File: config.mk
export PLATFORM = sky130hd
export DESIGN_NAME = ps_packet_arbiter
export DESIGN_NICKNAME = d
export VERILOG_FILES = /design/src/rtl/ps_packet_arbiter.sv
export SDC_FILE = /design/constraint.sdc
export NUM_CORES = 1
export LEC_CHECK = 0
export BUFFER_PORTS_ARGS = -buffer_cell sky130_fd_sc_hd__buf_2
export CAP_MARGIN = 20
export CORE_UTILIZATION = 39
export CTS_CLUSTER_SIZE = 24
export DETAILED_ROUTE_END_ITERATION = 7
export PLACE_DENSITY_LB_ADDON = 0.2
export SETUP_SLACK_MARGIN = 0.05
export SLEW_MARGIN = 10
export SYNTH_ARGS = -nofsm -noshare
export SYNTH_HDL_FRONTEND = slang
export SYNTH_SLANG_ARGS = --single-unit
File: constraint.sdc
create_clock -name clk -period 2.61 [get_ports clk]
set_input_delay 0 -clock clk [delete_from_list [all_inputs] [get_ports clk]]
set_output_delay 0 -clock clk [all_outputs]
set_load 0.05 [all_outputs]
File: src/rtl/ps_packet_arbiter.sv
// rtl/ps_packet_arbiter.sv - packet-level round-robin arbiter with zero-latency datapath
module ps_packet_arbiter #(
    parameter int  WIDTH  = 8,
    parameter int  INPUTS = 4,
    localparam int CW     = $clog2(INPUTS)
) (
    input  logic                      clk,
    input  logic                      reset,
    input  logic [INPUTS*WIDTH-1:0]   i_dat,
    input  logic [INPUTS-1:0]         i_val,
    input  logic [INPUTS-1:0]         i_eop,
    output logic [INPUTS-1:0]         i_rdy,
    output logic [WIDTH-1:0]          o_dat,
    output logic                      o_val,
    output logic                      o_eop,
    output logic                      o_sop,
    output logic [CW-1:0]             o_chn,
    input  logic                      o_rdy
);

    typedef enum logic {IDLE, LOCKED} state_t;

    state_t          state_q, state_d;
    logic [CW-1:0]   grant_q, grant_d;
    logic [CW-1:0]   last_q, last_d;
    logic            sop_q, sop_d;

    logic [CW-1:0]   winner;
    logic [CW-1:0]   cand;
    logic            win_found;
    logic [CW-1:0]   g;
    logic            have_grant;
    logic            accept;

    // Walk from the farthest offset down so the nearest requester after last_q wins.
    always_comb begin
        winner    = '0;
        win_found = 1'b0;
        cand      = '0;
        for (int off = INPUTS; off >= 1; off--) begin
            cand = CW'((int'(last_q) + off) % INPUTS);
            if (i_val[cand]) begin
                winner    = cand;
                win_found = 1'b1;
            end
        end
    end

    assign g          = (state_q == LOCKED) ? grant_q : winner;
    assign have_grant = reset && ((state_q == LOCKED) || win_found);
    assign o_dat      = i_dat[g*WIDTH +: WIDTH];
    assign o_val      = have_grant && i_val[g];
    assign o_eop      = o_val && i_eop[g];
    assign o_sop      = o_val && sop_q;
    assign o_chn      = g;
    assign accept     = o_val && o_rdy;

    always_comb begin
        for (int k = 0; k < INPUTS; k++) begin
            i_rdy[k] = have_grant && o_rdy && (g == CW'(k));
        end
    end

    always_comb begin
        state_d = state_q;
        grant_d = grant_q;
        last_d  = last_q;
        sop_d   = sop_q;
        if (accept) begin
            sop_d = o_eop;
        end
        case (state_q)
            IDLE: begin
                if (o_val) begin
                    if (o_rdy && o_eop) begin
                        last_d = winner;
                    end else begin
                        // A presented beat commits the grant even while stalled.
                        state_d = LOCKED;
                        grant_d = winner;
                    end
                end
            end
            LOCKED: begin
                if (accept && o_eop) begin
                    state_d = IDLE;
                    last_d  = grant_q;
                end
            end
            default: state_d = IDLE;
        endcase
    end

    always_ff @(posedge clk) begin
        if (!reset) begin
            state_q <= IDLE;
            grant_q <= '0;
            last_q  <= CW'(INPUTS - 1);
            sop_q   <= 1'b1;
        end else begin
            state_q <= state_d;
            grant_q <= grant_d;
            last_q  <= last_d;
            sop_q   <= sop_d;
        end
    end

endmodule

==> results.md, run 1 <==
* Post-Route Hold Slack at 0.02178 ns
* Clock Tree Buf Depth at 2
* Cell mode on critical path: and2_1
* Hold-fix buffers at CTS at 0
* Fin crit period at 2.406 ns
* Final Hold Vio Count at 0
* 1st-iter DRT viols at 29
* DIE AREA at 2215 um2
* Worst setup EP type: primary output
* Final period util at 0.9218
* Area leader, netlist: mux2i_1
* Worst path arrival time at approximately 2.4 ns
* Die Wd at 47.07 um
* Core Box Area at between 1500 and 2000 um2
* Max_cap viols at 0
* Clock Sinks at 6
* Worst hold path depth at 2
* Share of cells above drive strength 1 at 0.4667
* Inserted Clock Buffers at 3
* F_max at slightly above 400 MHz
* Normalized max-slew margin at 0.5656
* Outcome: finished clean
* R2r setup slk at 0.34 ns
* Post-placement worst setup slack at 0.4010 ns
* Routed Antenna Nets at 0
* Crit-path leading delay family: simple AND/OR/NAND/NOR gates
* Number of global-route vias before repair at 885
* Worst setup SP type: flip-flop
* GRT Total Usage at 0.2285
* Initial Utilization at 0.4351
* Hold worst-path end: sop_q$_SDFFE_PN1P_
* Row cnt at 15
* Delay of the slowest critical-path stage at roughly 0.36 ns
* Wire length per cell at between 10 and 15 um
* First-pass GRT wire length at 3726 um
* Worst-skew pair later-pin latency at 0.24 ns
* Drt pass-1 iters at 4
* Post-synthesis sequential area ratio at 0.1517
* CTS root buffer: clkbuf_4
* Synth async-reset ratio at 0
* Top FF cell, synth: dfxtp_1
* Slew Viols, Final at 0
* Setup CP Type: flip-flop to primary output
* Critical Path Slowest Stage Cell: dfxtp_1
* Number of flops mapped to enable cells by yosys at 0
* Fin Clk Skew at 0.003805 ns
* Number of synthesized register bits at 6
* R2r worst-path depth at 8
* Most common cell in the netlist: mux2i_1
* Critical R2R Capture: grant_q[0]$_SDFFE_PN0P_
* Peak supply drop at 478.9 uV
* Detailed placer's ending HPWL at 1946 um
* R2R Path Start: last_q[0]$_SDFFE_PN1P_
* Post-route worst setup slack at 0.2041 ns
* H-tree depth at 1
* RSZ-0062 raised after global routing: no
* Setup violators final at 0
* # port buffers at 59
* DR vias at approximately 1000
* GR Overflow Total at 0
* TritonCTS clock tree: yes
* Remaining routing DRC violations at 0
* # IOs at 60
* Vias per cell at 5.489
* Area Growth Syn to Fin at 47.24%
* Yosys top cell area share at 0.1643
* Final #Nets at 210
* Die H at 47.07 um
* Ranking of synthesized cells by area: mux2i_1, dfxtp_1, a211oi_1
* Leakage power at 0.0005821 uW
* Hold Crit Class: input port to flip-flop
* P per Cell Area at about 520 nW/um2
* Routed Wire Length at 2401 um
* Mapped Area at 792.0 um2
* # diodes at 0
* Slew @ Worst Pin at about 0.64 ns
* Synth cell count leaders: mux2i_1, a21oi_1, and2_1, a211oi_1, nor2_1
* Netlist cell types at 31
* GP Congestion at about 0.89
* Worst path cell trace: nand2b_1 -> a31oi_1 -> and3_1 -> a21oi_4 -> inv_2 -> mux2i_2 -> and2_1 -> nor3_4 -> and2_1 -> buf_2
* Synth warn at 0
* Initial antenna violation count at 0
* Synth Net Count at 149
* Worst-path clk slew at 0.04 ns
* Syn Inst Count at 106
* Top fanout value on the critical path at 8
* Worst path bufs/invs at 2
* Largest net degree at the start of global routing at 22
* Synthesized area per cell at about 7.5 um2
* CP Data Required Time at 2.61 ns
* HP Start: reset
## sequential cells by signal (all words and copies together), names as in the netlist
signal and flops:
grant_q 2, last_q 2, sop_q 1, state_q 1
## worst register-to-register path, stage by stage, from the launching register on
cell and delay, ns:
dfxtp_1 0.42, nand2b_1 0.18, a21oi_2 0.09, o41ai_4 0.49, inv_2 0.07, and3_1 0.23, a211o_1 0.35, o21ai_2 0.17
mux2i_1 0.19
## metal layers
metal	GRT usage	share of wire
met4	0.02286	0.010
met2	0.4250	0.48
met3	0.04615	0.077
met5	0	0
met1	0.2788	0.43
## worst max-delay path by stage
stage / endpoint / start / slack (ns) / cells after the start
after floorplan: o_sop / last_q[0]$_SDFFE_PN1P_ / -0.01 / 9
after global placement: grant_q[0]$_SDFFE_PN0P_ / last_q[0]$_SDFFE_PN1P_ / 0.50 / 8
after detailed placement: grant_q[0]$_SDFFE_PN0P_ / last_q[0]$_SDFFE_PN1P_ / 0.40 / 8
after CTS: o_sop / last_q[0]$_SDFFE_PN1P_ / 0.18 / 8
after global routing: o_sop / last_q[0]$_SDFFE_PN1P_ / 0.07 / 10
final: o_sop / last_q[0]$_SDFFE_PN1P_ / 0.20 / 10
## through the flow
| stage | util | setup TNS [ns] | power, uW | cells | cell area, um2 |
|---|---|---|---|---|---|
| 2_1_floorplan | - | -0.01014 | 418.2 | 106 | 814.5 |
| 3_3_place_gp | 0.6241 | 0 | 511.4 | 187 | 1136 |
| 3_5_place_dp | 0.6241 | 0 | 518.8 | 187 | 1136 |
| 4_1_cts | 0.6364 | 0 | 603.4 | 190 | 1159 |
| 5_1_grt | 0.6406 | 0 | 640.7 | 190 | 1166 |
| 6_report | 0.6406 | 0 | 604.7 | 190 | 1166 |
## kinds of logic after synthesis
family          count (synthesis)  synth area share
compound gates                 38            0.3491
simple gates                   38            0.2575
mux                            15            0.1927
buf+inv                         9           0.04896
flops                           6            0.1517
## final cells by class
type                       instances  area, um2
timing repair buffer              62      321.6
clock buffer                       3      22.52
inverter                           3      11.26
fill                             181      654.4
multi-input combinational         91      659.4
tap                               25      31.28
sequential                         6      120.1
## placed cells by master, fill, tap and decap left out, drive strengths merged
cell and n:
buf 62, a21oi 14, mux2i 13, and2 10
a211oi 9, nor2 7, nand2b 6, dfxtp 6
nand2 5, nor3 5, a31oi 4, o21ai 4
clkbuf 3, inv 3, and3 2, mux2 2
o211ai 2, nor4bb 1, o41ai 1, a22oi 1
nor4 1, a211o 1, nand3 1, o31ai 1
a31o 1
## power by group
group / switching, uW / internal (uW)
sequential: 12.3 / 101
combinational: 275 / 134
clock: 31.0 / 51.8
total: 318 / 286
## what timing repair did
| item | CTS | global route |
|---|---|---|
| resized for setup | 0 | 2 |
| buffers inserted | 0 | 0 |
| endpoints found under the setup margin | 0 | 1 |
(Power assumes the default switching activity.)
==> run 2: changes to the inputs <==
--- a/config.mk
+++ b/config.mk
@@ -5,12 +5,14 @@
 export SDC_FILE = /design/constraint.sdc
 export NUM_CORES = 1
 export LEC_CHECK = 0
-export BUFFER_PORTS_ARGS = -buffer_cell sky130_fd_sc_hd__buf_2
 export CAP_MARGIN = 20
-export CORE_UTILIZATION = 39
+export CORE_MARGIN = 4
+export CORE_UTILIZATION = 50
 export CTS_CLUSTER_SIZE = 24
 export DETAILED_ROUTE_END_ITERATION = 7
+export DONT_BUFFER_PORTS = 1
 export PLACE_DENSITY_LB_ADDON = 0.2
+export REMOVE_ABC_BUFFERS = 1
 export SETUP_SLACK_MARGIN = 0.05
 export SLEW_MARGIN = 10
 export SYNTH_ARGS = -nofsm -noshare
==> results.md, run 2 (synthesized netlist as in run 1, its figures left out) <==
* GP Congestion at 0.8356
* Switch share at 0.5086
* Worst setup SP type: flip-flop
* # resized after CTS at 0
* Core Box Area at between 1500 and 2000 um2
* Worst path arrival time at roughly 2.4 ns
* Worst path cell trace: nand2b_1 -> a21oi_2 -> o41ai_4 -> buf_4 -> mux2_2 -> nor4_2 -> buf_4
* F_max at 421.1 MHz
* Fin Clk Skew at 0.0004827 ns
* Area of the multi-input gates at 644.4 um2
* Top flop regs: grant_q: 2 flops, last_q: 2 flops
* Clock Tree Buf Depth at 2
* Clock Sinks at 6
* Initial Utilization at 0.5257
* Psw at 300.4 uW
* Drt pass-1 iters at 4
* Crit-path leading delay family: buffers and inverters
* Placed cells at 136
* Peak supply drop at approximately 390 uV
* Delay of the slowest critical-path stage at slightly above 0.4 ns
* Setup violators final at 0
* Clk pwr share at 0.138
* P_int at 290.2 uW
* # IOs at 60
* Inserted Clock Buffers at 3
* Initial antenna violation count at 0
* Largest net degree at the start of global routing at 17
* Hold Crit Class: input port to flip-flop
* P per Cell Area at 595.9 nW/um2
* Final core occ at 0.6578
* GR Overflow Total at 0
* Final #Nets at 169
* Setup CP Type: flip-flop to primary output
* TritonCTS clock tree: yes
* Normalized max-slew margin at 0.6572
* Critical Path Slowest Stage Cell: dfxtp_1
* CP Data Required Time at 2.61 ns
* Routed Wire Length at 2173 um
* H-tree depth at 1
* Commonest non-fill, non-tap cell in the layout: buf_4
* Row cnt at 14
* Worst-path clk slew at 0.04 ns
* Post-Route Hold Slack at 0.00008292 ns
* Area Growth Syn to Fin at 25.12%
* Fin cells at 140
* Most frequent cells in the layout: buf_4, mux2i_1, a21oi_1
* First-pass GRT wire length at 3132 um
* Slew Viols, Final at 0
* Cell Area, Placed at about 960 um2
* # diodes at 0
* Final period util at 0.9098
* Register area at roughly 120 um2
* Fin crit period at 2.375 ns
* Total Power at about 590 uW
* Wire length per cell at 15.52 um
* GRT Total Usage at 0.1904
* DIE AREA at ~2300 um2
* RSZ-0062 raised after global routing: no
* Cell mode on critical path: buf_4
* Slew @ Worst Pin at between 0.5 and 0.6 ns
* # port buffers at 0
* CTS root buffer: clkbuf_4
* Layout fillers at roughly 130
* Detailed placer's ending HPWL at 1825 um
* Gate power share at 0.671
* Worst-skew pair later-pin latency at 0.24 ns
* Routed Antenna Nets at 0
* Die Wd at around 48 um
* Sequential share of power at 0.190
* Worst path bufs/invs at 2
* Worst setup EP type: primary output
* Share of cells above drive strength 1 at 0.2661
* Post-route cell area at 991.0 um2
* Top fanout value on the critical path at 14
* Leakage power at between 0.0004 and 0.0005 uW
* 1st-iter DRT viols at 11
* Vias per cell at between 6 and 7
* Max_cap viols at 0
* Die H at 47.80 um
* Remaining routing DRC violations at 0
* DR vias at 899
* Number of global-route vias before repair at around 810
* Outcome: finished clean
* Final Hold Vio Count at 0
## run 2: cell count changes in the layout (fill, tap and decap cells not counted), sizes merged
cell / previous run / this run
buf: 62 / 20
dlygate4sd3: 0 / 1
## run 2: path summary, 6_finish.rpt
| kind | cells after the start | end | slack [ns] | from |
|---|---|---|---|---|
| max | 7 | o_eop | 0.24 | last_q[0]$_SDFFE_PN1P_ |
| max reg2reg | 7 | grant_q[0]$_SDFFE_PN0P_ | 0.39 | last_q[0]$_SDFFE_PN1P_ |
| min reg2reg | 2 | sop_q$_SDFFE_PN1P_ | 0.48 | sop_q$_SDFFE_PN1P_ |
| min | 2 | grant_q[1]$_SDFFE_PN0P_ | 0.00008 | o_rdy |
## run 2: cell type report
| class | instances | share of cell area |
|---|---|---|
| clock buffer | 3 | 0.02273 |
| inverter | 3 | 0.01136 |
| multi-input combinational | 91 | 0.6503 |
| sequential | 6 | 0.1212 |
| tap | 16 | 0.02020 |
| timing repair buffer | 21 | 0.1742 |
## run 2: per-stage QoR
| stage | setup slack [ns] | setup TNS, ns |
|---|---|---|
| 2_1_floorplan | -1.320 | -5.806 |
| 3_3_place_gp | 0.5227 | 0 |
| 3_5_place_dp | 0.4177 | 0 |
| 4_1_cts | 0.2322 | 0 |
| 5_1_grt | 0.1098 | 0 |
| 6_report | 0.2355 | 0 |
## run 2: power groups by stage
stage / logic [uW] / registers [uW] / clock network (uW)
global route: 421 / 114 / 86.9
finish: 396 / 112 / 81.7
floorplan: 292 / 111 / 0
global placement: 390 / 114 / 0
CTS: 399 / 112 / 84.6
detailed placement: 396 / 114 / 0
## run 2: routing by layer
layer	share of wire	wire length, um	vias up	track usage
met1	0.35	755	414	0.1857
met4	0.0064	14	0	0.06989
li1	-	-	434	-
met2	0.52	1122	49	0.3720
met3	0.13	280	2	0.05263
met5	0	0	-	0
## run 2: repair_timing
item	CTS	global route
endpoints found under the hold margin	5	0
setup buffers	0	0
hold buffers	1	0
